[src/rtl/mix_sequencer_if.sv]
// mix_sequencer_if: frame/sample/gain inputs and mixed-output signals of the mix sequencer.
interface mix_sequencer_if #(
  parameter int NUM_CH = 2,
  parameter int DATA_W = 24,
  parameter int GAIN_W = 8
);
  logic                     frame_start;
  logic [NUM_CH*DATA_W-1:0] in_l;
  logic [NUM_CH*DATA_W-1:0] in_r;
  logic [NUM_CH*GAIN_W-1:0] gain;
  logic                     overrun_clr;
  logic [DATA_W-1:0]        l_out;
  logic [DATA_W-1:0]        r_out;
  logic                     out_valid;
  logic                     busy;
  logic                     overrun;
  modport master (
    output frame_start, in_l, in_r, gain, overrun_clr,
    input  l_out, r_out, out_valid, busy, overrun
  );
  modport slave (
    input  frame_start, in_l, in_r, gain, overrun_clr,
    output l_out, r_out, out_valid, busy, overrun
  );
endinterface

[src/rtl/mix_sequencer.sv]
// mix_sequencer: per-frame gain-and-sum of NUM_CH stereo channels through one shared multiplier.
// Define MIX_SEQ_SAT_EN to clamp the sums; otherwise the sums are averaged by NUM_CH.
module mix_sequencer #(
  parameter int NUM_CH = 2,
  parameter int DATA_W = 24,
  parameter int GAIN_W = 8
) (
  input logic             clk,
  input logic             rst,
  mix_sequencer_if.slave  bus
);
  localparam int CW = NUM_CH > 1 ? $clog2(NUM_CH) : 1;
  localparam int AW = DATA_W + 2 + $clog2(NUM_CH);
  typedef enum logic [1:0] {IDLE, MAC_L, MAC_R, FINAL} state_t;
  state_t                     state, state_n;
  logic [CW-1:0]              ch;
  logic [NUM_CH*DATA_W-1:0]   snap_l, snap_r;
  logic [NUM_CH*GAIN_W-1:0]   snap_g;
  logic signed [AW-1:0]       acc, acc_l, sum, term;
  logic signed [DATA_W-1:0]   smp;
  logic [GAIN_W-1:0]          g;
  logic signed [DATA_W+GAIN_W:0] prod;
  logic [DATA_W-1:0]          red_l, red_r;
  logic                       last;
  always_ff @(posedge clk or posedge rst)
    if (rst) state <= IDLE;
    else state <= state_n;
  always_comb begin
    last = ch == CW'(NUM_CH - 1);
    state_n = state == IDLE  ? (bus.frame_start ? MAC_L : IDLE) :
              state == MAC_L ? (last ? MAC_R : MAC_L) :
              state == MAC_R ? (last ? FINAL : MAC_R) : IDLE;
  end
  assign bus.busy = state != IDLE;
  // single multiplier: operand muxed by MAC state, gain zero-extended to stay unsigned
  always_comb begin
    smp  = state == MAC_R ? snap_r[ch*DATA_W +: DATA_W] : snap_l[ch*DATA_W +: DATA_W];
    g    = snap_g[ch*GAIN_W +: GAIN_W];
    prod = smp * $signed({1'b0, g});
    term = AW'(prod >>> 7);
    sum  = acc + term;
  end
`ifdef MIX_SEQ_SAT_EN
  localparam logic signed [AW-1:0] MAXV = {{(AW-DATA_W+1){1'b0}}, {(DATA_W-1){1'b1}}};
  localparam logic signed [AW-1:0] MINV = ~MAXV;
  always_comb begin
    red_l = acc_l > MAXV ? MAXV[DATA_W-1:0] : acc_l < MINV ? MINV[DATA_W-1:0] : acc_l[DATA_W-1:0];
    red_r = acc   > MAXV ? MAXV[DATA_W-1:0] : acc   < MINV ? MINV[DATA_W-1:0] : acc[DATA_W-1:0];
  end
`else
  localparam int SH = $clog2(NUM_CH);
  always_comb begin
    red_l = DATA_W'(acc_l >>> SH);
    red_r = DATA_W'(acc >>> SH);
  end
`endif
  always_ff @(posedge clk or posedge rst)
    if (rst) begin
      ch            <= '0;
      acc           <= '0;
      acc_l         <= '0;
      snap_l        <= '0;
      snap_r        <= '0;
      snap_g        <= '0;
      bus.l_out     <= '0;
      bus.r_out     <= '0;
      bus.out_valid <= 1'b0;
      bus.overrun   <= 1'b0;
    end else begin
      bus.out_valid <= state == FINAL;
      bus.overrun   <= (bus.frame_start && state != IDLE) || (bus.overrun && !bus.overrun_clr);
      if (state == IDLE && bus.frame_start) begin
        snap_l <= bus.in_l;
        snap_r <= bus.in_r;
        snap_g <= bus.gain;
        acc    <= '0;
        ch     <= '0;
      end
      if (state == MAC_L || state == MAC_R) begin
        acc <= (state == MAC_L && last) ? '0 : sum;
        ch  <= last ? '0 : ch + 1'b1;
        if (state == MAC_L && last) acc_l <= sum;
      end
      if (state == FINAL) begin
        bus.l_out <= red_l;
        bus.r_out <= red_r;
      end
    end
endmodule

[src/flat_wrapper.sv]
// flat-port wrapper written by rule: the top's interface ports become plain ports
module mix_sequencer_flat 
#(
  parameter int NUM_CH = 2,
  parameter int DATA_W = 24,
  parameter int GAIN_W = 8
)
  (clk, rst, bus_frame_start, bus_in_l, bus_in_r, bus_gain, bus_overrun_clr, bus_l_out, bus_r_out, bus_out_valid, bus_busy, bus_overrun);
  mix_sequencer_if #(.NUM_CH(NUM_CH), .DATA_W(DATA_W), .GAIN_W(GAIN_W)) bus_i ();
  input logic clk;
  input logic rst;
  input wire logic [$bits(bus_i.frame_start)-1:0] bus_frame_start;
  input wire logic [$bits(bus_i.in_l)-1:0] bus_in_l;
  input wire logic [$bits(bus_i.in_r)-1:0] bus_in_r;
  input wire logic [$bits(bus_i.gain)-1:0] bus_gain;
  input wire logic [$bits(bus_i.overrun_clr)-1:0] bus_overrun_clr;
  output wire logic [$bits(bus_i.l_out)-1:0] bus_l_out;
  output wire logic [$bits(bus_i.r_out)-1:0] bus_r_out;
  output wire logic [$bits(bus_i.out_valid)-1:0] bus_out_valid;
  output wire logic [$bits(bus_i.busy)-1:0] bus_busy;
  output wire logic [$bits(bus_i.overrun)-1:0] bus_overrun;
  assign bus_i.frame_start = bus_frame_start;
  assign bus_i.in_l = bus_in_l;
  assign bus_i.in_r = bus_in_r;
  assign bus_i.gain = bus_gain;
  assign bus_i.overrun_clr = bus_overrun_clr;
  assign bus_l_out = bus_i.l_out;
  assign bus_r_out = bus_i.r_out;
  assign bus_out_valid = bus_i.out_valid;
  assign bus_busy = bus_i.busy;
  assign bus_overrun = bus_i.overrun;
  mix_sequencer #(.NUM_CH(NUM_CH), .DATA_W(DATA_W), .GAIN_W(GAIN_W)) u_core (.clk(clk), .rst(rst), .bus(bus_i));
endmodule
[config.mk]
export PLATFORM = sky130hd
export DESIGN_NAME = mix_sequencer_flat
export DESIGN_NICKNAME = d
export VERILOG_FILES = /design/src/rtl/mix_sequencer_if.sv /design/src/rtl/mix_sequencer.sv /design/src/flat_wrapper.sv
export SDC_FILE = /design/constraint.sdc
export NUM_CORES = 1
export LEC_CHECK = 0
export ABC_CLOCK_PERIOD_IN_PS = 11300
export BUFFER_PORTS_ARGS = -buffer_cell sky130_fd_sc_hd__buf_4
export CAP_MARGIN = 10
export CORE_MARGIN = 2
export CORE_UTILIZATION = 40
export CTS_CLUSTER_DIAMETER = 80
export CTS_CLUSTER_SIZE = 10
export DETAILED_ROUTE_END_ITERATION = 8
export PLACE_DENSITY = 0.62
export SETUP_SLACK_MARGIN = 0.05
export SLEW_MARGIN = 15
export SYNTH_ARGS = -nofsm -noshare
export SYNTH_HDL_FRONTEND = slang
export SYNTH_SLANG_ARGS = --single-unit
[constraint.sdc]
create_clock -name clk -period 11.3 [get_ports clk]
set_input_delay 0.565 -clock clk [delete_from_list [all_inputs] [get_ports clk]]
set_output_delay 0.565 -clock clk [all_outputs]
set_load 0.01 [all_outputs]
# Yosys cells after proc, flatten, opt, wreduce, memory -nomap -nowiden
# Index checks and enable logic that the tools add are counted.
totals:
  output_inout_bits: 51
  inputBits: 116
  elab_cells: 45
  ff_bits: 217
classes:
  mul: 2
  n_shift: 3
  addsub: 2
  n_mux: 13
  n_reduce_logical: 11
  eq_ne: 3
op_table:
  columns: ["cell", "n"]
  rows:
  - ["indexed part select 48 x 7 -> 24 bit", 2]
  - ["2-to-1 mux 27 bit", 3]
  - ["multiplier 24 x 9 -> 33 bit", 1]
  - ["adder 27 x 26 -> 27 bit", 1]
  - ["2-to-1 mux 24 bit", 1]
  - ["indexed part select 16 x 5 -> 8 bit", 1]
  - ["2-to-1 mux 2 bit", 4]
  - ["2-to-1 mux 1 bit", 5]
  - ["== test 2 bit, second input constant", 2]
  - ["logical AND 1 bit", 4]
  - ["nonzero test 2 bit", 2]
  - ["multiplier 1 x 2 -> 3 bit, second input constant", 1]
  - ["== test 2 x 1 -> 1 bit, second input constant", 1]
  - ["logical NOT 2 bit", 1]
  - ["logical OR 1 bit", 2]
  - ["AND reduction 2 bit", 1]
  - ["adder 1 bit, second input constant", 1]
  - ["logical NOT 1 bit", 1]

# Logic depth before layout (Yosys ltp)
logic_depth:
  ltp_word: 7
  depth_mapped: 34
  mapped_depth_nobuf: 32

# Least setup slack after synthesis
# No wires, ideal clock.
synth_path:
  path_type: "register to register"
  start: "register u_core.ch"
  end: "register u_core.acc[22]"
  path_slack_ns: 3.503
  period_less_slack_ns: 7.797
  t_arrival_ns: 7.663
  stages_incl_launch_ff: 32
  path_buffers: 4
  path_cell_list: "dfrtp_1 -> buf_6 -> clkbuf_1 -> clkbuf_1 -> mux2i_1 -> clkbuf_1 -> nor2_1 -> fa_1 -> fa_1 -> inv_1 -> fa_1 -> fa_1 -> inv_1 -> ha_1 -> and3_1 -> a221oi_1 -> o21ai_2 -> a31o_2 -> a21boi_0 -> inv_1 -> a21oi_1 -> xnor2_1 -> ha_1 -> nand4_1 -> nor2_1 -> a2111oi_0 -> o21ai_0 -> a31o_2 -> a21oi_1 -> o21ba_2 -> o21a_1 -> o211ai_1"
synth_via:
  elab_chain_len: 7
  elab_cells_between_ends: 10
  cone_classes: "add/sub: 1; mul: 2; shift: 3; mux: 3; reduce/logical: 1"
synth_lines:
  columns: ["item", "line", "source"]
  rows:
  - ["from (decl)", "mix_sequencer.sv:16", "logic [CW-1:0] ch;"]
  - ["from (signal assigned)", "mix_sequencer.sv:81", "ch <= last ? '0 : ch + 1'b1;"]
  - ["multiplier 1 x 2 -> 3 bit", "mix_sequencer.sv:37", "smp = state == MAC_R ? snap_r[ch*DATA_W +: DATA_W] : snap_l[ch*DATA_W +: DATA_W];"]
  - ["indexed part select 48 x 7 -> 24 bit", "mix_sequencer.sv:37", null]
  - ["2-to-1 mux 24 bit", "mix_sequencer.sv:37", null]
  - ["multiplier 24 x 9 -> 33 bit", "mix_sequencer.sv:39", "prod = smp * $signed({1'b0, g});"]
  - ["adder 27 x 26 -> 27 bit", "mix_sequencer.sv:41", "sum = acc + term;"]
  - ["2-to-1 mux 27 bit (*)", "mix_sequencer.sv:80", "acc <= (state == MAC_L && last) ? '0 : sum;"]
  - ["2-to-1 mux 27 bit (*)", "mix_sequencer.sv:79", "if (state == MAC_L || state == MAC_R) begin"]
  - ["to (signal assigned)", "mix_sequencer.sv:80", null]
  - ["to (decl)", "mix_sequencer.sv:19", "logic signed [AW-1:0] acc, acc_l, sum, term;"]
# Mark *: on every way between the ends. The rest lies on a longest branch, timed or not.
# A chain may end at the register's enable or synchronous reset.

# Final worst setup path
# Ends and elaborated chain as after synthesis.

==> results.md <==
* Syn_nets at 1850
* Cts hold-fix bufs at 0
* Critical Path Source: u_core.ch
* Via Count at about 11000
* # IOs at 167
* Register area share after synthesis at 0.3326
* Post-synth EDFFs at 0
* Gr ovfl total at 0
* # clock sinks at about 210
* First-pass GRT wire length at 60.88 mm
* Overall die area at between 0.04 and 0.05 mm^2
* Die width at 204.6 um
* Worst reg2reg path depth at 29
* Vias in the first global route at roughly 12000
* Outcome: finished clean
* Initial antenna violation count at 0
* Reg-to-Reg End: u_core.acc[22]
* CP max stage cell: o21ai_0
* Yosys warns at 0
* Worst clock skew at roughly 0.016 ns
* Async set or reset register ratio after synthesis at 1.000
* Post-synthesis cell area at about 0.016 mm^2
* Max-slew violations at 0
* FILL cells at 3712
* Area grow syn2layout at 15.89%
* Setup Buffers After CTS at 0
* Worst path top cell family by delay: compound AO/OA/AOI/OAI gates
* Clock Path Buffers at 3
* Post-synthesis cell type count at 55
* Global placement routability congestion at just under 0.9
* Post-CTS Resized at 0
* DR iter-0 viols at 499
* Worst-path clk slew at around 0.06 ns
* CTS tree: done
* Setup violations, final at 0
* Synthesized area per cell at approximately 11 um^2
* RR Startpoint: u_core.ch
* WL/cell at between 15 and 20 um
* Residual DRC count at 0
* Most frequent cells in the layout: 213 x dfrtp_1, 200 x mux2_2, 197 x inv_1
* Syn Inst Count at roughly 1500
* WP data arrival at 9.12 ns
* Setup crit end kind: register
* CP max stage delay at 0.75 ns
* Register bit total from synthesis at ~210
* Commonest non-fill, non-tap cell in the layout: dfrtp_1
* Achievable frequency at roughly 110 MHz
* Slew Limit Headroom at 0.3189
* Clk root buf: clkbuf_16
* Critical Path Fanout Max at 32
* Num rows at 73
* Required time of the worst setup path at 11.69 ns
* Setup slack, reg-to-reg at 2.57 ns
* ANT nets after route at 0
* Starting density of the core at 0.4053
* Clock insertion delay at the later pin of the skew report at 0.52 ns
* Final Cell Area at between 0.015 and 0.02 mm^2
* Largest net degree at the start of global routing at between 80 and 90
* Average vias per placed instance at approximately 5
* Setup TNS Final at 0 ns
* Tmin final at about 8.7 ns
* DRT Pass-1 Iters at 5
* Hpwl dp at 28.77 mm
* Die Y at 204.6 um
* Post-DP Area at approximately 0.018 mm^2
* Critical path type: register to register
* Fraction of layout cells with a size suffix above 1 at 0.2638
* CTS HTree Levels at 1
* Final period utilization at 0.7728
* RSZ-0062 raised after global routing: no
* Ant. Diodes at 0
* # port buffers at ~170
* Core Box Area at slightly below 0.04 mm^2
* Worst hold path class: input pin to asynchronous set/reset pin
* Final net count at ~2000
* CP startpoint kind: register
* CTS Buf Count at 26
* Max-cap violations at 0
* DRT Wirelength at roughly 36 mm
* Crit path top cell by count: fa_1
* Final Hold Viols at 0
* Synth Flop Type: dfrtp_1
* Buf/Inv on CP at 3
* Layout Cells excl Fill at approximately 2200
* Global Route Usage Sum at 0.1798
* Util after Layout at 0.4697
* Placed cells at approximately 2100
* Slew @ Worst Pin at around 1.0 ns
[layer usage]
layer  GRT usage  wire [um]  up-vias  part of all wire
li1            -          -     5248                 -
met5           0          0        -                 0
met4     0.02821        450        0             0.012
met1      0.2750      18630     5368              0.51
met2      0.2714      15630      244              0.43
met3     0.02959       1676       31             0.046
[synthesized netlist by cell type (2+ instances only)]
library cell,n,area (um^2)
dfrtp_1,214,5355
mux2_2,200,2252
inv_1,198,743.2
fa_1,148,2963
nand2_1,129,484.2
nor2_1,117,439.2
ha_1,88,1101
o21ai_0,54,270.3
clkbuf_1,46,172.7
a21oi_1,33,165.2
a21o_1,30,225.2
xnor2_1,29,254.0
mux2i_1,28,280.3
o21a_1,25,187.7
xor2_1,21,183.9
a22o_1,14,122.6
nand2b_1,14,87.58
nor2b_1,9,56.30
o21bai_1,9,67.56
buf_1,8,30.03
nand3_1,8,40.04
nand4_1,8,50.05
o31ai_1,8,60.06
a31oi_1,6,37.54
and3_1,5,31.28
and2_1,4,25.02
o211ai_1,4,30.03
a31o_2,3,26.28
and4_1,3,26.28
mux4_2,3,67.56
nor3_1,3,15.01
or2_2,3,18.77
a2111oi_0,2,17.52
a2bb2oi_1,2,17.52
a41oi_1,2,17.52
[stage by stage]
| step | hold WS [ns] | setup slack [ns] |
|---|---|---|
| 2_1_floorplan | 0.4429 | 3.503 |
| 3_3_place_gp | 0.4648 | 2.952 |
| 3_5_place_dp | 0.4682 | 2.656 |
| 4_1_cts | 0.08699 | 2.637 |
| 5_1_grt | 0.09597 | 1.987 |
| 6_report | 0.07778 | 2.567 |
[worst max-delay path by stage]
stage / endpoint / cells past startpoint
global route: u_core.acc_l[22] / 29
global placement: u_core.acc_l[22] / 29
detailed placement: u_core.acc[22] / 29
finish: u_core.acc[22] / 29
CTS: u_core.acc[22] / 29
floorplan: u_core.acc[22] / 31
[area by class of cell]
class | instances | area, um^2 | share of cell area
Clock inverter | 3 | 46.29 | 0.002481
Tap cell | 525 | 656.9 | 0.03520
Timing Repair Buffer | 180 | 1351 | 0.07241
Sequential cell | 214 | 5356 | 0.2870
Clock buffer | 28 | 679.4 | 0.03641
Multi-Input combinational cell | 1030 | 9821 | 0.5263
Inverter | 198 | 750.7 | 0.04023
[cell families (layout without fill, tap and decap cells)]
kind of cell / count (synthesis) / in the layout / synth area share
AO/OA/AOI/OAI: 205 / 205 / 0.08438
XOR/XNOR: 50 / 50 / 0.02720
adder cells (fa/ha/maj): 236 / 236 / 0.2524
buffers and inverters: 254 / 409 / 0.05975
flip-flops: 214 / 214 / 0.3326
multiplexers: 231 / 231 / 0.1615
AND/OR/NAND/NOR: 308 / 308 / 0.08228
[state kept, by name, indices dropped and copies added (netlist names), named ones only]
register and flops:
u_core.bus.r_out 24, u_core.acc 25, u_core.snap_l 48, u_core.acc_l 24, u_core.snap_g 16, u_core.bus.overrun 1, u_core.bus.l_out 24, u_core.bus.out_valid 1
u_core.snap_r 48, u_core.ch 1, u_core.state 1
Power is left out: the tool's default activity adds up to more than one toggle a clock period on the data nets, which glitch-free logic cannot reach.
